[src/rtl/prog_fetch_seq.sv]
// Instruction fetch sequencer in front of a 16x32 program memory.
// Executes JMP/HALT locally and hands every other word downstream via valid/ready.
module prog_fetch_seq #(
  parameter logic [3:0]  RESET_PC = 4'd0,
  parameter int unsigned MEM_LAT  = 1,
  parameter logic [3:0]  OP_JMP   = 4'hF,
  parameter logic [3:0]  OP_HALT  = 4'hE
) (
  input  logic        c,
  input  logic        rst_n,
  input  logic        start,
  input  logic        stop,
  output logic [3:0]  mem_a,
  output logic        mem_ld,
  input  logic [31:0] mem_d,
  output logic [31:0] instr,
  output logic [3:0]  instr_pc,
  output logic        instr_valid,
  input  logic        instr_ready,
  output logic        busy,
  output logic        halted
);

  typedef enum logic [2:0] {
    S_IDLE,
    S_FETCH,
    S_WAIT,
    S_HOLD,
    S_HALTED
  } state_t;

  localparam logic [2:0] LAT_LOAD = 3'(MEM_LAT);

  state_t     state;
  logic [3:0] pc;
  logic [2:0] lat_cnt;

  always_ff @(posedge c) begin
    if (!rst_n) begin
      state       <= S_IDLE;
      pc          <= RESET_PC;
      lat_cnt     <= '0;
      mem_a       <= '0;
      mem_ld      <= 1'b0;
      instr       <= '0;
      instr_pc    <= '0;
      instr_valid <= 1'b0;
      busy        <= 1'b0;
      halted      <= 1'b0;
    end else if (stop) begin
      if (state != S_IDLE) begin
        state       <= S_IDLE;
        instr_valid <= 1'b0;
        mem_ld      <= 1'b0;
        halted      <= 1'b0;
        busy        <= 1'b0;
      end
    end else if (start && (state == S_IDLE || state == S_HALTED)) begin
      state  <= S_FETCH;
      pc     <= RESET_PC;
      mem_a  <= RESET_PC;
      mem_ld <= 1'b1;
      busy   <= 1'b1;
      halted <= 1'b0;
    end else begin
      // mem_ld/mem_a are set on entry to FETCH so the strobe lines up with that cycle
      case (state)
        S_FETCH: begin
          state   <= S_WAIT;
          mem_ld  <= 1'b0;
          lat_cnt <= LAT_LOAD;
        end
        S_WAIT: begin
          if (lat_cnt == 3'd1) begin
            if (mem_d[31:28] == OP_JMP) begin
              pc     <= mem_d[3:0];
              mem_a  <= mem_d[3:0];
              mem_ld <= 1'b1;
              state  <= S_FETCH;
            end else if (mem_d[31:28] == OP_HALT) begin
              state  <= S_HALTED;
              halted <= 1'b1;
              busy   <= 1'b0;
            end else begin
              instr       <= mem_d;
              instr_pc    <= pc;
              instr_valid <= 1'b1;
              pc          <= pc + 4'd1;
              state       <= S_HOLD;
            end
          end else begin
            lat_cnt <= lat_cnt - 3'd1;
          end
        end
        S_HOLD: begin
          if (instr_ready) begin
            instr_valid <= 1'b0;
            state       <= S_FETCH;
            mem_a       <= pc;
            mem_ld      <= 1'b1;
          end
        end
        default: ;
      endcase
    end
  end

endmodule
[config.mk]
export PLATFORM = sky130hd
export DESIGN_NAME = prog_fetch_seq
export DESIGN_NICKNAME = d
export VERILOG_FILES = /design/src/rtl/prog_fetch_seq.sv
export SDC_FILE = /design/constraint.sdc
export NUM_CORES = 1
export LEC_CHECK = 0
export CAP_MARGIN = 20
export CORE_UTILIZATION = 40
export DETAILED_ROUTE_END_ITERATION = 6
export PLACE_DENSITY = 0.72
export SYNTH_ARGS = -nofsm -noshare
export SYNTH_HDL_FRONTEND = slang
export SYNTH_SLANG_ARGS = --single-unit
[constraint.sdc]
create_clock -name c -period 2.43 [get_ports c]
set_clock_uncertainty 0.15 [all_clocks]
set_input_delay 0.243 -clock c [delete_from_list [all_inputs] [get_ports c]]
set_output_delay 0.243 -clock c [all_outputs]
set_load 0.05 [all_outputs]
# Yosys cells after proc, flatten, opt, wreduce, memory -nomap -nowiden
# Index checks and enable logic that the tools add are counted.
op_classes:
  bitwise: 4
  addsub: 2
  n_eq_ne: 22
  reduce_logical: 21
  mux: 46
ops:
  columns: ["operator", "count"]
  rows:
  - ["4-bit 2-to-1 mux", 9]
  - ["3-bit != test, second input constant", 9]
  - ["1-bit 2-to-1 mux", 24]
  - ["3-bit 2-to-1 mux", 8]
  - ["3-bit nonzero test", 6]
  - ["5-bit AND reduction", 3]
  - ["4-bit != test, second input constant", 3]
  - ["4-bit AND reduction", 3]
  - ["3-bit case mux with 3 select lines", 1]
  - ["4-bit == test, second input constant", 2]
  - ["4-bit case mux with 2 select lines", 1]
  - ["7-bit AND reduction", 1]
  - ["3-bit by 1-bit == test with 1-bit output, second input constant", 2]
  - ["3-bit by 2-bit == test with 1-bit output, second input constant", 2]
  - ["3-bit case mux with 2 select lines", 1]
  - ["6-bit AND reduction", 1]
  - ["2-bit nonzero test", 3]
  - ["5-bit nonzero test", 1]
  - ["4-bit by 1-bit adder with 4-bit output, second input constant", 1]
  - ["2-bit != test, second input constant", 2]
  - ["1-bit NOT", 4]
  - ["3-bit == test, second input constant", 1]
  - ["3-bit zero test", 1]
  - ["1-bit case mux with 3 select lines", 1]
  - ["5 further kinds", 5]
word_totals:
  elab_cells: 105
  reg_bits: 54

# Logic depth before layout (Yosys ltp)
depth:
  word_depth: 7
  ltp_mapped: 10
  ltp_nobuf: 7

# Worst setup path before layout
# Ideal clock, no wire load.
synth_timing:
  path_kind: "reg-to-reg"
  from: "register lat_cnt[1]"
  to: "register instr[0]"
  required_ns: 2.148
  synth_period_minus_slack_ns: 1.962
  stages_incl_launch_ff: 11
  t_arrival_ns: 1.680
  path_buffers: 3
  slack_ns: 0.468
  setup_time_ns: 0.132
  path_cell_list: "dfxtp_1 -> inv_1 -> ha_1 -> nor2b_1 -> clkbuf_1 -> nand2_2 -> or3_1 -> buf_2 -> buf_6 -> nand2_1 -> a21oi_1"
synth_between:
  elab_chain_len: 2
synth_lines:
  columns: ["element", "line_no", "text"]
  rows:
  - ["from (decl)", "36", "logic [2:0] lat_cnt;"]
  - ["from (signal assigned)", "92", "lat_cnt <= lat_cnt - 3'd1;"]
  - ["3-bit by 1-bit == test with 1-bit output", "74", "if (lat_cnt == 3'd1) begin"]
  - ["6-bit AND reduction (no line)", null, null]
  - ["to (signal assigned)", "85", "instr <= mem_d;"]
  - ["to (decl)", "16", "output logic [31:0] instr,"]
# Every way passes these cells.
# A chain may end at the register's enable or synchronous reset.

# Final worst setup path
layout_timing:
  from: "register lat_cnt[1]"
  to: "register mem_a[2]"
layout_between:
  elab_chain_len: 3
layout_lines:
  columns: ["element", "line_no", "text"]
  rows:
  - ["3-bit by 1-bit == test with 1-bit output", "74", null]
  - ["3-bit != test (no line)", null, null]
  - ["5-bit AND reduction (no line)", null, null]
  - ["to (signal assigned)", "77", "mem_a <= mem_d[3:0];"]
  - ["to (signal assigned)", "99", "mem_a <= pc;"]
  - ["to (decl)", "13", "output logic [3:0] mem_a,"]
# Every way passes these cells.

==> results.txt <==
The HPWL after detailed placement is around 4300 um. The root buffer cell chosen for the clock tree is clkbuf_8. The beginning of the worst register-to-register path is lat_cnt[1].

The worst min-delay path category is reg -> reg. After synthesis the netlist holds a flip-flop and latch count of 54. The number of routed nets with antenna violations came out at 0. The final setup violation count is 0. Counting along the longest clock path gives a buffer depth of 2. The first-pass GRT wire length is ~9500 um. The die covers 0.006265 mm^2. The routed length per placed instance is roughly 13 um. The net count reported at finish is around 420. The TritonCTS buffer count is 5. The via density per instance came out at just over 5. Measured against its own limit, the worst slew margin works out to 0.6484. From bottom edge to top edge, the die measures between 70 and 80 um. The most critical setup path has its endpoint at mem_a[2]. The area of the core came out at between 0.005 and 0.006 mm^2. The number of DRC markers after the initial detailed-route iteration came out at 102. The congestion estimate from routability-driven global placement came to 0.9231.

The number of detailed-route iterations in the first pass is 4. The number of failing hold endpoints at the final stage is 0. The largest fanout on the critical path came out at 5. The net count after synthesis came out at approximately 340.

At the pin with the least slew margin, the transition time is 0.5258 ns. The number of rows in the core area is 27. Across every metal layer, demand over resource in global routing totals 0.1932. The critical path start-end classification is reg -> reg.

Dividing the final minimum period by the clock period gives 0.8846. Counting flops with an async set or reset pin after synthesis yields a share of 0. Wires add up to about 5900 um. VDD sags by at most 0.0002830 V.

The number of sinks on the clock net is between 50 and 60. The number of slew-limit violations in the final report came out at 0. The via count of the first global-routing pass is approximately 2100. The H-tree depth is 2.

The number of cells on the worst reg-to-reg path came out at 8. The residual overflow from global routing is 0. The critical path starts at lat_cnt[1]. The most used flip-flop cell after synthesis is dfxtp_1. The total setup buffers inserted after CTS is 0. Detailed routing placed a total of roughly 2800 um of wire on met2. The sequential area share after synthesis is 0.4540. Yosys printed 0 warnings.

In this run the horizontal extent of the chip is slightly below 80 um. The I/O pin count came out at 81. The worst-case hold slack came out at around 0.31 ns. The repair_antennas step left the layout with diodes totalling 0. The wire length on met1 came out at between 2000 and 3000 um. Clock-pin slew was measured on the worst setup and hold paths at 0.10 ns. The minimum setup slack among reg-to-reg paths came out at 0.28 ns.

The reg-to-reg endpoint is mem_a[2]. From synthesis to final layout, the design area changed by 40.36%. The static power due to leakage came out at 0.001183 uW. The number of unique standard cell types used by synthesis is 42. The average instance area after synthesis is 7.990 um^2. The initial core utilization is 0.4246. The length of routed met3 wiring is 315 um. The proportion of layout cells with a drive suffix above 1 came out at 0.06101. The number of enable-type register cells in the synthesized netlist is 0. The power density normalized to cell area came out at slightly below 500 mW/mm^2.

The worst-skew pair later-pin latency is ~0.3 ns. The number of buffers inserted by port buffering came out at 80. The highest layer touched by signal routing is met4. The number of gates resized after CTS was 0. Timing would allow up to 0.4652 GHz.

The minimum clock period after layout came out at between 2 and 2.5 ns. Entering global routing, the biggest net connects 37 pins. The cell count after placement came out at roughly 440.

The worst endpoint required time is 2.46 ns. The kind of end point of the critical path is a flip-flop. The number of vias in the routed layout is approximately 2300.

The total power is roughly 1600 uW. The number of buffers added to fix hold violations after cts came out at 0. The max-cap check violation count is 0.

The synthesized area came out at 0.002381 mm^2. Data arrives at the worst endpoint at between 2 and 2.5 ns. The initial antenna violation count came to 0. TritonCTS built the clock tree. The kind of start point of the critical path is a flip-flop.

The number of instances in the synthesized netlist came out at about 300. For this run, the number of standard cells in the final layout without fillers is ~450. The setup total negative slack came out at 0 ns.

The remaining design rule violation count is 0. The flow ran to the end, and the final reports show no timing, DRC or antenna violations. Setup repair after global routing left no endpoint under its margin.
[sequential cells by signal (all words and copies together) (netlist names), 3 cells and up]
| register | cells |
|---|---|
| state | 3 |
| mem_a | 4 |
| pc | 4 |
| instr | 32 |
| instr_pc | 4 |
| lat_cnt | 3 |
[layer usage]
layer  GRT usage  vias to the layer above
met5           0                        -
met4     0.05818                        0
met3     0.04368                        4
met2      0.3095                       66
met1      0.2577                     1076
li1            -                     1156
[Yosys cell counts (all sizes together) (2+ instances only)]
cell,instances,area share
a211oi,2,0.0063
o21a,2,0.0063
nor2b,5,0.013
a21oi,48,0.10
o21ai,11,0.023
clkbuf,11,0.018
and3,2,0.0053
nor3,3,0.011
o22ai,2,0.0053
a31oi,3,0.0079
ha,3,0.016
nor3b,3,0.016
buf,8,0.026
dfxtp,54,0.45
nand3b,2,0.0063
nand2,84,0.13
inv,3,0.0047
mux2i,8,0.034
nand2b,3,0.0079
nand3,9,0.019
nor2,18,0.028
[cells by family after synthesis]
kind of cell | count (synthesis) | share of synthesized area
AO/OA/AOI/OAI | 74 | 0.1792
XOR/XNOR | 1 | 0.003679
adder cells (fa/ha/maj) | 3 | 0.01577
buffers and inverters | 22 | 0.04834
flip-flops | 54 | 0.4540
multiplexers | 8 | 0.03363
AND/OR/NAND/NOR | 136 | 0.2654
[critical path, stage by stage (launching register included)]
cell	delay, ns
dfxtp_1	0.32
inv_1	0.07
ha_1	0.13
nor2b_1	0.35
buf_4	0.20
nand3_1	0.12
a221oi_4	0.40
mux2i_1	0.24
nor2_1	0.05
[where the power goes]
group / leakage [uW] / internal, uW / switching [uW] / total [uW]
Sequential: 0.000436 / 897 / 13.0 / 910
Combinational: 0.000702 / 118 / 126 / 244
Clock: 0.0000452 / 204 / 289 / 493
[stage by stage]
stage | instance area, um^2 | setup slack (ns) | util
final | 3342 | 0.2803 | 0.5959
after floorplan | 2381 | 0.4677 | -
after global placement | 3256 | 0.2114 | 0.5805
after detailed placement | 3256 | 0.1558 | 0.5805
after global routing | 3342 | 0.1432 | 0.5959
after CTS | 3342 | 0.2884 | 0.5959
[final cells by class]
class | instances | area [um^2]
well taps | 72 | 90.09
clock inverters | 2 | 13.76
flip-flops and latches | 54 | 1081
fillers | 544 | 2266
repair buffers | 90 | 888.4
multi-input cells | 222 | 1185
clock buffers | 6 | 72.57
inverters | 3 | 11.26
[how the worst min path moves through the flow]
| stage | from | cells after the start | endpoint |
|---|---|---|---|
| floorplan | mem_d[0] | 2 | instr[0] |
| global placement | instr[24] | 2 | instr[24] |
| detailed placement | instr[14] | 2 | instr[14] |
| CTS | instr[14] | 2 | instr[14] |
| global route | mem_d[19] | 3 | instr[19] |
| finish | instr[1] | 2 | instr[1] |
[placed cells by master (no fill, tap or decap), types with 2 or more instances in the layout]
| cell type | Yosys | routed |
|---|---|---|
| o21ai_0 | 11 | 11 |
| buf_4 | 1 | 9 |
| nand2b_1 | 3 | 3 |
| a211oi_1 | 2 | 2 |
| a31oi_1 | 3 | 3 |
| nor2b_1 | 5 | 5 |
| nor2_1 | 18 | 18 |
| clkbuf_8 | 0 | 5 |
| o22ai_1 | 2 | 2 |
| inv_1 | 3 | 3 |
| dfxtp_1 | 54 | 54 |
| mux2i_1 | 8 | 8 |
| nand3b_1 | 2 | 2 |
| a21oi_1 | 48 | 48 |
| clkdlybuf4s50_1 | 0 | 80 |
| nand2_1 | 83 | 83 |
| and3_1 | 2 | 2 |
| ha_1 | 3 | 3 |
| o21a_1 | 2 | 2 |
| nand3_1 | 9 | 9 |
| nor3_1 | 2 | 2 |
No activity file was read; power rests on OpenSTA's default activity.
